--- config.mk ---
export PLATFORM = sky130hd
export DESIGN_NAME = digit_serial_addsub
export DESIGN_NICKNAME = d
export VERILOG_FILES = /design/src/rtl/addsub_pkg.sv /design/src/rtl/digit_adder.sv /design/src/rtl/digit_serial_addsub.sv
export SDC_FILE = /design/constraint.sdc
export NUM_CORES = 1
export LEC_CHECK = 0
export CAP_MARGIN = 20
export CORE_MARGIN = 4
export CORE_UTILIZATION = 55
export CTS_BUF_LIST = sky130_fd_sc_hd__clkbuf_16
export DETAILED_ROUTE_END_ITERATION = 7
export PLACE_DENSITY = 0.93
export REMOVE_ABC_BUFFERS = 1
export SYNTH_ARGS = -nofsm -noshare
export SYNTH_HDL_FRONTEND = slang
export SYNTH_SLANG_ARGS = --single-unit
--- constraint.sdc ---
create_clock -name clk -period 4.27 [get_ports clk]
set_input_delay 1.0675 -clock clk [delete_from_list [all_inputs] [get_ports clk]]
set_output_delay 1.0675 -clock clk [all_outputs]
set_load 0.01 [all_outputs]
--- src/rtl/addsub_pkg.sv ---
// Shared types and constants for the digit-serial adder/subtractor.
// Holds the FSM state encoding and the op-select values.
package addsub_pkg;

  typedef enum logic [1:0] {
    IDLE = 2'd0,
    RUN  = 2'd1,
    DONE = 2'd2
  } addsub_state_t;

  localparam logic OP_ADD = 1'b0;
  localparam logic OP_SUB = 1'b1;

endpackage

--- src/rtl/digit_adder.sv ---
// K-bit combinational ripple-carry adder; one digit of the serial datapath.
module digit_adder #(
  parameter int K = 2
) (
  input  logic [K-1:0] a,
  input  logic [K-1:0] b,
  input  logic         cin,
  output logic [K-1:0] s,
  output logic         cout
);

  logic [K:0] c;

  assign c[0] = cin;

  genvar gi;
  generate
    for (gi = 0; gi < K; gi++) begin : g_fa
      assign s[gi]    = a[gi] ^ b[gi] ^ c[gi];
      assign c[gi+1]  = (a[gi] & b[gi]) | (c[gi] & (a[gi] ^ b[gi]));
    end
  endgenerate

  assign cout = c[K];

endmodule

--- src/rtl/digit_serial_addsub.sv ---
// N-bit add/subtract processed K bits per clock, LSB digit first,
// with a start/done handshake and registered N/Z/C/V flags.
module digit_serial_addsub
  import addsub_pkg::*;
#(
  parameter int N = 8,
  parameter int K = 2
) (
  input  logic         clk,
  input  logic         rst,
  input  logic         start,
  input  logic         op,
  input  logic [N-1:0] A,
  input  logic [N-1:0] B,
  output logic         busy,
  output logic         done,
  output logic [N-1:0] R,
  output logic         C,
  output logic         V,
  output logic         Nf,
  output logic         Z
);

  localparam int DIGITS = N / K;
  localparam int CW     = $clog2(DIGITS) + 1;
  localparam logic [CW-1:0] LAST_DIGIT = CW'(DIGITS - 1);

  addsub_state_t state_reg, state_next;

  logic [CW-1:0] cnt_reg;
  logic          carry_reg;
  logic          op_reg;
  logic          a_msb_reg;
  logic          b_msb_reg;
  logic [N-1:0]  sa_reg;
  logic [N-1:0]  sb_reg;
  logic [N-1:0]  acc_reg;

  logic [N-1:0]  r_reg;
  logic          c_reg;
  logic          v_reg;
  logic          nf_reg;
  logic          z_reg;

  logic          accept;
  logic          last_digit;
  logic [K-1:0]  dsum;
  logic          dcout;
  logic [N-1:0]  acc_next;
  logic [N-1:0]  sa_next;
  logic [N-1:0]  sb_next;
  logic          c_fin;
  logic          v_fin;

  assign accept     = start && ((state_reg == IDLE) || (state_reg == DONE));
  assign last_digit = (cnt_reg == LAST_DIGIT);

  digit_adder #(.K(K)) u_adder (
    .a    (sa_reg[K-1:0]),
    .b    (sb_reg[K-1:0]),
    .cin  (carry_reg),
    .s    (dsum),
    .cout (dcout)
  );

  // Sum digit enters at the top; after N/K shifts the register holds the result.
  assign acc_next = N'({dsum, acc_reg} >> K);
  assign sa_next  = N'({{K{1'b0}}, sa_reg} >> K);
  assign sb_next  = N'({{K{1'b0}}, sb_reg} >> K);

  // Subtraction runs as A + ~B + 1, so the borrow is the inverted carry.
  assign c_fin = (op_reg == OP_SUB) ? ~dcout : dcout;
  assign v_fin = (op_reg == OP_SUB)
               ? ((a_msb_reg ^ b_msb_reg) & (a_msb_reg ^ acc_next[N-1]))
               : (~(a_msb_reg ^ b_msb_reg) & (a_msb_reg ^ acc_next[N-1]));

  always_comb begin
    state_next = state_reg;
    case (state_reg)
      IDLE:    if (start) state_next = RUN;
      RUN:     if (last_digit) state_next = DONE;
      DONE:    state_next = start ? RUN : IDLE;
      default: state_next = IDLE;
    endcase
  end

  always_ff @(posedge clk) begin
    if (rst) begin
      state_reg <= IDLE;
      cnt_reg   <= '0;
      carry_reg <= 1'b0;
      op_reg    <= OP_ADD;
      a_msb_reg <= 1'b0;
      b_msb_reg <= 1'b0;
      sa_reg    <= '0;
      sb_reg    <= '0;
      acc_reg   <= '0;
      r_reg     <= '0;
      c_reg     <= 1'b0;
      v_reg     <= 1'b0;
      nf_reg    <= 1'b0;
      z_reg     <= 1'b0;
    end else begin
      state_reg <= state_next;
      if (accept) begin
        op_reg    <= op;
        a_msb_reg <= A[N-1];
        b_msb_reg <= B[N-1];
        sa_reg    <= A;
        sb_reg    <= (op == OP_SUB) ? ~B : B;
        carry_reg <= op;
        cnt_reg   <= '0;
        acc_reg   <= '0;
      end else if (state_reg == RUN) begin
        sa_reg    <= sa_next;
        sb_reg    <= sb_next;
        acc_reg   <= acc_next;
        carry_reg <= dcout;
        cnt_reg   <= cnt_reg + CW'(1);
        if (last_digit) begin
          r_reg  <= acc_next;
          c_reg  <= c_fin;
          v_reg  <= v_fin;
          nf_reg <= acc_next[N-1];
          z_reg  <= (acc_next == '0);
        end
      end
    end
  end

  assign busy = (state_reg == RUN);
  assign done = (state_reg == DONE);
  assign R    = r_reg;
  assign C    = c_reg;
  assign V    = v_reg;
  assign Nf   = nf_reg;
  assign Z    = z_reg;

endmodule
After elaboration in Yosys (flattened, before gate mapping)
Cells that the tools add are included.
Widths: inputs -> output; s select.

storage, ports and cells
  output and inout bits = 14
  logic and storage cells = 59
  input port bits = 20
  register bits = 45

cells by class
  equality and inequality tests = 5
  muxes and demuxes = 13
  bitwise logic cells = 18
  add/sub/neg operators = 1
  reductions and logical operators = 8

operators with widths
  kind                 count
  $mux 8               5
  $logic_not 8->1      1
  $not 8->8            1
  $and 1x1->1          6
  $pmux 2 s3           1
  $xor 1x1->1          6
  $mux 1               5
  $mux 2               2
  $add 3x1->3 const B  1
  $eq 3x2->1 const B   1
  $not 1->1            3
  $reduce_and 3->1     1
  $eq 2x1->1 const B   1
  $eq 2x2->1 const B   1
  $logic_not 2->1      1
  $ne 2x1->1 const B   1
  $ne 2x2->1 const B   1
  $or 1x1->1           2
  $reduce_and 2->1     1
  $reduce_bool 2->1    1
  $reduce_or 2->1      1
  $logic_and 1x1->1    1
  $logic_or 1x1->1     1

Depth between registers and ports, before layout
Gate-level depths: netlist of run 1.

  depth in word-level cells = 7
  gate-level depth with buffers = 7
  gate-level depth less buffers = 6

Cells and area by module
From an unflattened synthesis of run 1, not the netlist that was laid out.

unflattened totals
  cell total of the unflattened synthesis = 213
  area total of the unflattened synthesis = 1820.5 sq um

by module, submodules not included
  module               area each (sq um)  times used  cells an instance  seq. area each (sq um)
  digit_serial_addsub  1750.4             1           203                840.8
  digit_adder          70.1               1           10                 0.0

Worst setup path before layout of run 1
OpenSTA, ideal clock, no wires.

  path kind = register to register
  from = register carry_reg
  to = register v_reg, in the netlist V
  arrival = 1892 ps
  stages on the path, launching flop included = 6
  clock period less this slack = 1980 ps
  path slack = 2290 ps
  library setup time = 88 ps
  buffers on the path = 0
  cells stage by stage = dfxtp_1 inv_1 fa_1 fa_1 or3_1 a311oi_2

on the way
  cells in the longest elaborated chain, start to end = 6
  elaborated cells between the ends (all ways) = 7
  those cells by class = 1 x mux; 6 x bitwise

RTL lines
  what                            RTL line                                              source
  from (decl)                     digit_serial_addsub.sv:31                             logic carry_reg;
  from (signal assigned)          digit_serial_addsub.sv:111                            carry_reg <= op;
  from (signal assigned)          digit_serial_addsub.sv:118                            carry_reg <= dcout;
  $and 1x1->1 *                   digit_adder.sv:20                                     assign c[gi+1] = (a[gi] & b[gi]) | (c[gi] & (a[gi] ^ b[gi]));
  $or 1x1->1 *                    digit_adder.sv:20
  $xor 1x1->1 *                   digit_adder.sv:19                                     assign s[gi] = a[gi] ^ b[gi] ^ c[gi];
  $xor 1x1->1 *                   digit_serial_addsub.sv:74, digit_serial_addsub.sv:75
  $and 1x1->1 (on tied branches)  digit_serial_addsub.sv:75, digit_serial_addsub.sv:74
  $mux 1 *                        digit_serial_addsub.sv:74                             ? ((a_msb_reg ^ b_msb_reg) & (a_msb_reg ^ acc_next[N-1]))
  to (signal assigned)            digit_serial_addsub.sv:123                            v_reg <= v_fin;
  to (decl)                       digit_serial_addsub.sv:41                             logic v_reg;

Every way passes the cells marked *; elsewhere a longest branch is shown, timed or not.
A chain may end at the register's enable or synchronous reset.

Worst setup path after layout of run 1
  from = register state_reg[0]
  to = output busy

on the way
  cells in the longest elaborated chain, start to end = 1

RTL lines
  what                    RTL line                    source
  from (decl)             digit_serial_addsub.sv:28   addsub_state_t state_reg, state_next;
  from (signal assigned)  digit_serial_addsub.sv:104  state_reg <= state_next;
  $eq 2x1->1              digit_serial_addsub.sv:131  assign busy = (state_reg == RUN);
  to (decl)               digit_serial_addsub.sv:15   output logic busy,

No other way between the ends.

==> out/results.ini, run 1 <==
[outcome]
status=finished clean

[die]
core_region_area_um2=3128
boundaryPins=34
fp-row-count=20
dieHeight_um=65.85
initial_utilization_pct=58.84
floorplan.die_area_um2=4336
fp.dieW_um=65.85

[timing]
clock-skew-final_ps=4.213
timing.final.crit_share_pct=68.31
setup_ws_ps=1353
finalSetupViolations=0
worst-slew-pin-transition_ps=651.9
slew_viol_final=0
final.min_clock_period_ps=2917
timing_hold_violations_final=0
slew_headroom_pct=56.41
grt_setup_unrepaired=no
max_freq_mhz=342.8
hold-worst-slack_ps=451.3
totalNegativeSetupSlack_ps=0

[global_routing]
track_usage_pct=18.20
grt_remaining_overflow=0
number_of_global_route_vias_before_repair=1366
grt_start_max_net_pins=27
grt_pass1_wl_um=5996
initial_antenna_violation_count=0

[routing]
via_count=1496
route.detailed.wl_per_inst_um=12.61
ant_nets=0
drt_drc_violations_left=0
drt_pass1_iterations=4
route.final.wire_length_um=3494
post_drt_via_cell_ratio=5.401
drt_first_iter_violations=43

[pwr]
power-per-cell-area_nw_per_um2=396.3
seqPwrFrac_pct=47.6
p_comb_share_pct=13.0
p_switching_mw=0.2138
total_leakage_power_nw=0.7863
max-vdd-ir-drop_v=0.0002698
power.internal_mw=0.6756
power.clock.fraction_pct=39.4
power.switching_fraction_pct=24.04
power_mw=0.8894

[clock_tree]
clock_sink_count=42
clock_tree.buffer_depth=2
cts.repair_timing.setup_buffer_count=0
root_buffer=clkbuf_16
ctsHtreeMaxLevel=2
cts_resized=0
clk_pin_slew_ps=60
tritoncts=done
holdBufCountCts=0
worstSkewPairLatency_ps=280
cts_made_buffers=5

[cells_and_area]
design.final.nets=256
num_antenna_cells=0
ff_latch_area_um2=840.8
multi_input_comb_area_um2=829.5
drive_gt1_share_pct=6.867
relative_area_change_from_synthesis_to_final_layout_pct=21.96
post_layout_util_pct=71.76
layout.filler_cells=239

[synthesis]
yosysTopAreaCellShare_pct=45.68
synth-seq-cells=42
postSynthAreaPerCell_um2=8.891
yosysWarningCount=0
yosysTopAreaCell=dfxtp_1
post_synth_num_cell_types=34
ys_top_cells_by_area=dfxtp_1 (46%), nand2_1 (7.3%), a21oi_1 (7.1%)
synthesis.instances=207
syn-cell-area_um2=1841
synth_sequential_area_ratio_pct=45.68

[worst_setup_path]
worst-endpoint-arrival_ps=1850
timing.critical_path.cells=nand2b_1, buf_4, inv_4, clkdlybuf4s50_1
slowest_stage=clkdlybuf4s50_1
critical_path_peak_fanout=26
worst-endpoint-required_ps=3200
setup.worst_path.start_class=register
path_class=reg -> out
critical_path.endpoint_type=output port
critical_path.max_stage_delay_ps=590

[job]
max_cap_viol_count=0

[placement]
gpl.final_weighted_congestion=0.7590
dpl.hpwl_um=2475
buffer_ports.inserted=33
placement.setup.worst_slack_ps=1653

[min_path]
hold_path.class=reg -> reg

## final cells by class
class                           instances  area share, %
Sequential cell                        42          37.46
Multi-Input combinational cell        140          36.96
Timing Repair Buffer                   36          15.72
Clock buffer                            5          5.574
Tap cell                               44          2.453
Inverter                                7          1.282
Clock inverter                          3         0.5574
## logic make-up (layout without fill, tap and decap cells)
logic type | Yosys count | count (layout) | synth area share [%]
adders and majority gates | 4 | 4 | 3.535
and+or+nand+nor | 78 | 78 | 19.31
buffers and inverters | 25 | 51 | 9.245
AOI/OAI and AO/OA | 47 | 47 | 17.00
xor gates and xnor gates | 11 | 11 | 5.235
DFF | 42 | 42 | 45.68
## critical path: cells and delay by family, from the launching register on
kind / cells / cell delay, ps
and+or+nand+nor: 1 / 80
DFF: 1 / 430
buffers and inverters: 3 / 1060
## cell usage after synthesis, drive strengths merged
master / count
ha: 2
o21a: 1
a21oi: 26
o22ai: 6
nor2: 10
buf: 14
nand3b: 1
a2bb2oi: 1
a311oi: 3
and3b: 1
nor4bb: 1
nand3: 12
fa: 2
inv: 7
a211oi: 5
dfxtp: 42
xor2: 9
or3: 1
nand2b: 3
a22oi: 5
nor3: 10
clkbuf: 4
nor2b: 2
xnor2: 2
nand2: 36
nor4: 1
## worst paths after layout
| kind | start | to | slack (ps) | depth (start not counted) |
|---|---|---|---|---|
| worst min-delay path | R[1] | R[1] | 450 | 2 |
| worst max-delay path | state_reg[0] | busy | 1350 | 4 |
| worst min register to register | R[1] | R[1] | 450 | 2 |
| worst max register to register | carry_reg | V | 2170 | 5 |
## layer usage
| layer | GRT usage, % | wire length (um) |
|---|---|---|
| met1 | 19.68 | 1408 |
| met2 | 32.04 | 1810 |
| met3 | 6.803 | 206 |
| met4 | 6.736 | 68 |
| met5 | 0 | 0 |
## placed cells by master, fill, tap and decap left out
master	instances
o22ai_1	6
a311oi_2	2
ha_1	2
nor2_1	10
or3_1	1
clkdlybuf4s50_1	33
a21oi_1	26
a211oi_2	3
a2bb2oi_1	1
a311oi_1	1
nand3b_1	1
clkbuf_16	5
nand2b_1	2
clkinv_2	1
xor2_1	9
clkinv_1	1
nand2b_2	1
dfxtp_1	42
a211oi_1	2
xnor2_1	2
inv_1	7
nor4bb_1	1
o21a_1	1
fa_1	2
and3b_1	1
nand3_1	12
nand2_1	36
nor4_1	1
a22oi_1	5
nor3_1	10
buf_4	3
inv_4	1
nor2b_1	2
## stage by stage
step,area [um2],std cells
floorplan,1699,189
global placement,2107,269
detailed placement,2107,269
CTS,2245,277
global route,2245,277
finish,2245,277
## power by group through the flow
stage	Combinational, mW	Sequential, mW	Clock [mW]
after detailed placement	0.116	0.432	0
after global routing	0.131	0.426	0.377
after floorplan	0.0713	0.428	0
final	0.116	0.424	0.350
after global placement	0.112	0.430	0
after CTS	0.117	0.423	0.357
(Power assumes the default switching activity.)
==> run 2: changes to the inputs <==
- CORE_UTILIZATION: 55 -> 46
- PLACE_DENSITY: 0.93 -> 0.84
- clock period: 4.27 -> 2.65 ns (I/O delays scaled with it)
==> run 2 against run 1 <==
- global-route usage decreased by 3.4 points
- combinational power increased by 61%
- critical path depth decreased by 1
- highest routed layer unchanged
- design area increased by 0.33%
- register-to-register slack got worse by 1600 ps
- clock-buffer cell count unchanged
- sequential power increased by 61%
- via count decreased by 2.1%
- setup slack got worse by 1000 ps
- clock power increased by 59%
- total power increased by 60%
- cell count increased by 1.4%
==> out/results.ini, run 2 (same netlist as run 1, synthesis figures left out) <==
[outcome]
status=finished clean

[routing]
route.detailed.wl_per_inst_um=12.47  ; -1.2%
drt_pass1_iterations=4  ; unchanged
post_drt_via_cell_ratio=5.214  ; -3.5%
route.final.wire_length_um=3503  ; +0.26%
drt_drc_violations_left=0  ; unchanged
ant_nets=0  ; unchanged
drt_first_iter_violations=90  ; +110%
via_count=1465  ; -2.1%

[die]
dieHeight_um=71.26  ; +8.2%
fp.dieW_um=71.26  ; +8.2%
initial_utilization_pct=48.81  ; -10 points
floorplan.die_area_um2=5077  ; +17%
boundaryPins=34  ; unchanged
fp-row-count=22  ; +10%
core_region_area_um2=3771  ; +21%

[timing]
timing_hold_violations_final=0  ; unchanged
worst-slew-pin-transition_ps=481.7  ; -170.2 ps
final.min_clock_period_ps=2313
clock-skew-final_ps=2.383  ; -1.829 ps
setup_ws_ps=337.4  ; -1016 ps
grt_setup_unrepaired=no
slew_viol_final=0  ; unchanged
slew_headroom_pct=67.79  ; +11 points
totalNegativeSetupSlack_ps=0  ; unchanged
finalSetupViolations=0  ; unchanged
timing.final.crit_share_pct=87.27
max_freq_mhz=432.4

[worst_setup_path]
timing.critical_path.cells=nand2b_1, inv_4, clkdlybuf4s50_1
critical_path.max_stage_delay_ps=600  ; about the same
worst-endpoint-arrival_ps=1650  ; -200 ps
slowest_stage=clkdlybuf4s50_1
setup.worst_path.start_class=register
path_class=reg -> out
reg2reg_setup_slack_ps=560  ; -1610 ps
critical_path.endpoint_type=output port
critical_path_peak_fanout=24  ; -7.7%
worst-endpoint-required_ps=1990  ; -1210 ps

[cells_and_area]
layout.cells.most_common=dfxtp_1
layout.filler_cells=329  ; +38%
ff_latch_area_um2=840.8  ; unchanged
design.final.nets=257  ; +0.39%
relative_area_change_from_synthesis_to_final_layout_pct=22.37
drive_gt1_share_pct=6.867  ; unchanged
num_antenna_cells=0  ; unchanged
final_cell_mix=dfxtp_1 (42), nand2_1 (36), clkdlybuf4s50_1 (33), a21oi_1 (26), nand3_1 (12)
multi_input_comb_area_um2=829.5  ; unchanged

[global_routing]
number_of_global_route_vias_before_repair=1338  ; -2.0%
grt_pass1_wl_um=5982  ; -0.23%
grt_start_max_net_pins=26  ; -3.7%
grt_remaining_overflow=0  ; unchanged
track_usage_pct=14.76  ; -3.4 points
initial_antenna_violation_count=0  ; unchanged

[clock_tree]
worstSkewPairLatency_ps=280  ; about the same
cts_resized=0  ; unchanged
clock_sink_count=42  ; unchanged
ctsHtreeMaxLevel=2  ; unchanged
cts_made_buffers=5  ; unchanged
cts.repair_timing.setup_buffer_count=0  ; unchanged
tritoncts=done
holdBufCountCts=0  ; unchanged
clk_pin_slew_ps=50  ; about the same
root_buffer=clkbuf_16
clock_tree.buffer_depth=2  ; unchanged

[placement]
placement.setup.worst_slack_ps=491.6  ; -1161 ps
gpl.final_weighted_congestion=0.7700  ; +1.4%
buffer_ports.inserted=33  ; unchanged
dpl.hpwl_um=2461  ; -0.57%

[min_path]
hold_path.class=reg -> reg

[pwr]
max-vdd-ir-drop_v=0.0003034  ; +12%
total_leakage_power_nw=0.7909  ; +0.59%
power-per-cell-area_nw_per_um2=633.2  ; +60%

[job]
max_cap_viol_count=0  ; unchanged

-- run 2: changes by cell type in the layout (fill, tap and decap cells not counted), sizes merged --
cell and change:
clkinv -2, buf +1, inv +1
-- run 2: per-stage QoR --
stage	power (mW)	cell area (um2)	std cells	hold WS [ps]	utilization, %
2_1_floorplan	0.8051	1699	189	437.6	-
3_3_place_gp	0.8775	2120	274	442.2	56.20
3_5_place_dp	0.8826	2120	274	450.0	56.20
4_1_cts	1.441	2252	281	457.6	59.72
5_1_grt	1.492	2252	281	472.8	59.72
6_report	1.426	2252	281	454.7	59.72
-- run 2: cell type report --
cell class / instances / share of cell area, %
inverters: 7 / 1.278
repair buffers: 37 / 16.00
clock buffers: 5 / 5.556
well taps: 48 / 2.667
clock inverters: 2 / 0.3333
multi-input cells: 140 / 36.83
flip-flops and latches: 42 / 37.33
-- run 2: power breakdown --
group	internal, mW	switching, mW	leakage [nW]
Sequential	0.663	0.0182	0.343
Clock	0.336	0.221	0.0723
Combinational	0.0868	0.100	0.376
Total	1.09	0.340	0.791
-- run 2: final timing paths --
path,cells past startpoint,end,from
worst max-delay path,3,busy,state_reg[0]
worst min register to register,2,R[1],R[1]
worst min-delay path,2,R[1],R[1]
worst max register to register,5,V,carry_reg
-- run 2: layer usage --
layer / track usage (%) / share of wire, % / wire length, um
met5: 0 / 0 / 0
met4: 5.010 / 1.3 / 46
met3: 5.330 / 8.0 / 281
met2: 24.49 / 49 / 1706
met1: 17.66 / 42 / 1469
-- run 2: critical path: cells and delay by family, from the launching register on --
| kind | cells | cell delay [ps] |
|---|---|---|
| and+or+nand+nor | 1 | 130 |
| DFF | 1 | 400 |
| buffers and inverters | 2 | 830 |
==> run 3: changes to the inputs <==
- RECOVER_POWER: default -> 25
==> run 3 against run 2 <==
- total power about the same
- non-clock buffer count unchanged
- cell count unchanged
- largest power group unchanged
- global-route usage unchanged
- via count up 0.48%
- die area unchanged
- register-to-register slack about the same
- setup slack worse by 7.5 ps
- sequential power about the same
==> out/results.ini, run 3 (same netlist as run 1, synthesis figures left out) <==
[routing]
route.final.wire_length_um=3512  ; +0.26%
post_drt_via_cell_ratio=5.238  ; +0.48%
drt_first_iter_violations=92  ; +2.2%
ant_nets=0  ; unchanged
drt_pass1_iterations=4  ; unchanged
route.detailed.wl_per_inst_um=12.50  ; +0.26%
via_count=1472  ; +0.48%
drt_drc_violations_left=0  ; unchanged

[die]
initial_utilization_pct=48.81  ; unchanged
dieHeight_um=71.26  ; unchanged
core_region_area_um2=3771  ; unchanged
fp.dieW_um=71.26  ; unchanged
fp-row-count=22  ; unchanged
boundaryPins=34  ; unchanged
floorplan.die_area_um2=5077  ; unchanged

[clock_tree]
cts.repair_timing.setup_buffer_count=0  ; unchanged
tritoncts=done
holdBufCountCts=0  ; unchanged
root_buffer=clkbuf_16
cts_resized=0  ; unchanged
clk_pin_slew_ps=50  ; about the same
clock_sink_count=42  ; unchanged
clock_tree.buffer_depth=2  ; unchanged
cts_made_buffers=5  ; unchanged
ctsHtreeMaxLevel=2  ; unchanged
worstSkewPairLatency_ps=280  ; about the same

[worst_setup_path]
crit-reg2reg-capture=V
ff2ff_path_depth=5  ; unchanged
worst-endpoint-required_ps=1990  ; about the same
rr_startpoint=carry_reg
cp.buffers_inverters=2  ; unchanged
worst_setup_path_startpoint=state_reg[0]
worst-endpoint-arrival_ps=1660  ; about the same
slowest_stage=clkdlybuf4s50_1
setup.worst_path.start_class=register
critical-path-top-delay-family=buffers and inverters
reg2reg_setup_slack_ps=560  ; about the same
path_class=reg -> out
critical_path.max_stage_delay_ps=600  ; about the same
critical_path.endpoint_type=output port
timing.critical_path.cells=nand2b_1, inv_4, clkdlybuf4s50_1
critical_path_peak_fanout=24  ; unchanged

[cells_and_area]
design.final.nets=257  ; unchanged
post_layout_util_pct=59.56  ; -0.17 points
relative_area_change_from_synthesis_to_final_layout_pct=22.03
layout.cells.most_common=dfxtp_1
final_cell_mix=dfxtp_1 (42), nand2_1 (36), clkdlybuf4s50_1 (32), a21oi_1 (26), nand3_1 (12)
num_antenna_cells=0  ; unchanged
finish.cell_count_without_fillers=281  ; unchanged
drive_gt1_share_pct=6.009  ; -0.86 points

[job]
max_cap_viol_count=0  ; unchanged

[timing]
totalNegativeSetupSlack_ps=0  ; unchanged
finalSetupViolations=0  ; unchanged
max_freq_mhz=431.0  ; -0.32%
clock-skew-final_ps=2.853  ; +0.4693 ps
final.min_clock_period_ps=2320  ; +7.479 ps
slew_headroom_pct=43.42  ; -24 points
grt_setup_unrepaired=no
worst-slew-pin-transition_ps=848.7  ; +367.0 ps
timing_hold_violations_final=0  ; unchanged
slew_viol_final=0  ; unchanged
timing.final.crit_share_pct=87.55  ; +0.28 points

[global_routing]
track_usage_pct=14.76  ; unchanged
grt_remaining_overflow=0  ; unchanged
number_of_global_route_vias_before_repair=1338  ; unchanged
grt_start_max_net_pins=26  ; unchanged
grt_pass1_wl_um=5982  ; unchanged
initial_antenna_violation_count=0  ; unchanged

[pwr]
total_leakage_power_nw=0.7875  ; -0.43%
power-per-cell-area_nw_per_um2=634.6  ; +0.22%
max-vdd-ir-drop_v=0.0003037  ; +0.11%

[placement]
buffer_ports.inserted=33  ; unchanged
place_inst=274  ; unchanged
dpl.hpwl_um=2461  ; unchanged
gpl.final_weighted_congestion=0.7700  ; unchanged

[min_path]
holdPathEnd=R[1]
hold_path_startpoint=R[1]
hold_depth=2  ; unchanged
hold_path.class=reg -> reg

[outcome]
status=finished clean

## run 3: cell count changes in the layout (fill, tap and decap cells not counted)
cell	delta
clkbuf_1	+1
dlygate4sd3_1	+1
buf_4	-1
nand2b_1	+1
nand2b_2	-1
clkdlybuf4s50_1	-1
## run 3: metrics by stage
stage / setup WS (ps) / hold slack, ps / total power [mW] / cell area, um2
6_report: 329.9 / 453.7 / 1.425 / 2246
3_5_place_dp: 491.6 / 450.0 / 0.8826 / 2120
3_3_place_gp: 527.8 / 442.2 / 0.8775 / 2120
2_1_floorplan: 670.2 / 437.6 / 0.8051 / 1699
5_1_grt: 222.1 / 472.8 / 1.491 / 2246
4_1_cts: 327.3 / 457.6 / 1.441 / 2252
## run 3: worst min-delay path, stage by stage (launching register included)
cell	delay [ps]
dfxtp_1	300
nand2_1	50
a21oi_1	50
## run 3: metal layers
metal	vias to the layer above	global-route usage [%]	wire length, um
li1	753	-	-
met3	5	5.330	244
met5	-	0	0
met1	669	17.66	1542
met4	0	5.010	46
met2	45	24.49	1678
## run 3: worst max-delay path by stage
stage                       endpoint  slack [ps]  depth (start not counted)
after floorplan                    V         670                          5
after global placement    acc_reg[7]         530                          4
after detailed placement  cnt_reg[2]         490                          4
after CTS                       busy         330                          3
after global routing      acc_reg[6]         220                          4
final                           busy         330                          3
## run 3: layout make-up
cell class                 count  area [um2]
clock buffer                   5       125.1
clock inverter                 2       7.507
fill                         330        1525
inverter                       7       28.78
multi-input combinational    140       827.0
sequential                    42       840.8
tap                           48       60.06
timing repair buffer          37       356.6
## run 3: power breakdown
group	leakage (nW)	internal, mW	total (mW)	switching [mW]
clock	0.0723	0.336	0.558	0.222
combinational	0.373	0.0855	0.186	0.100
sequential	0.343	0.663	0.681	0.0182
total	0.788	1.08	1.43	0.340
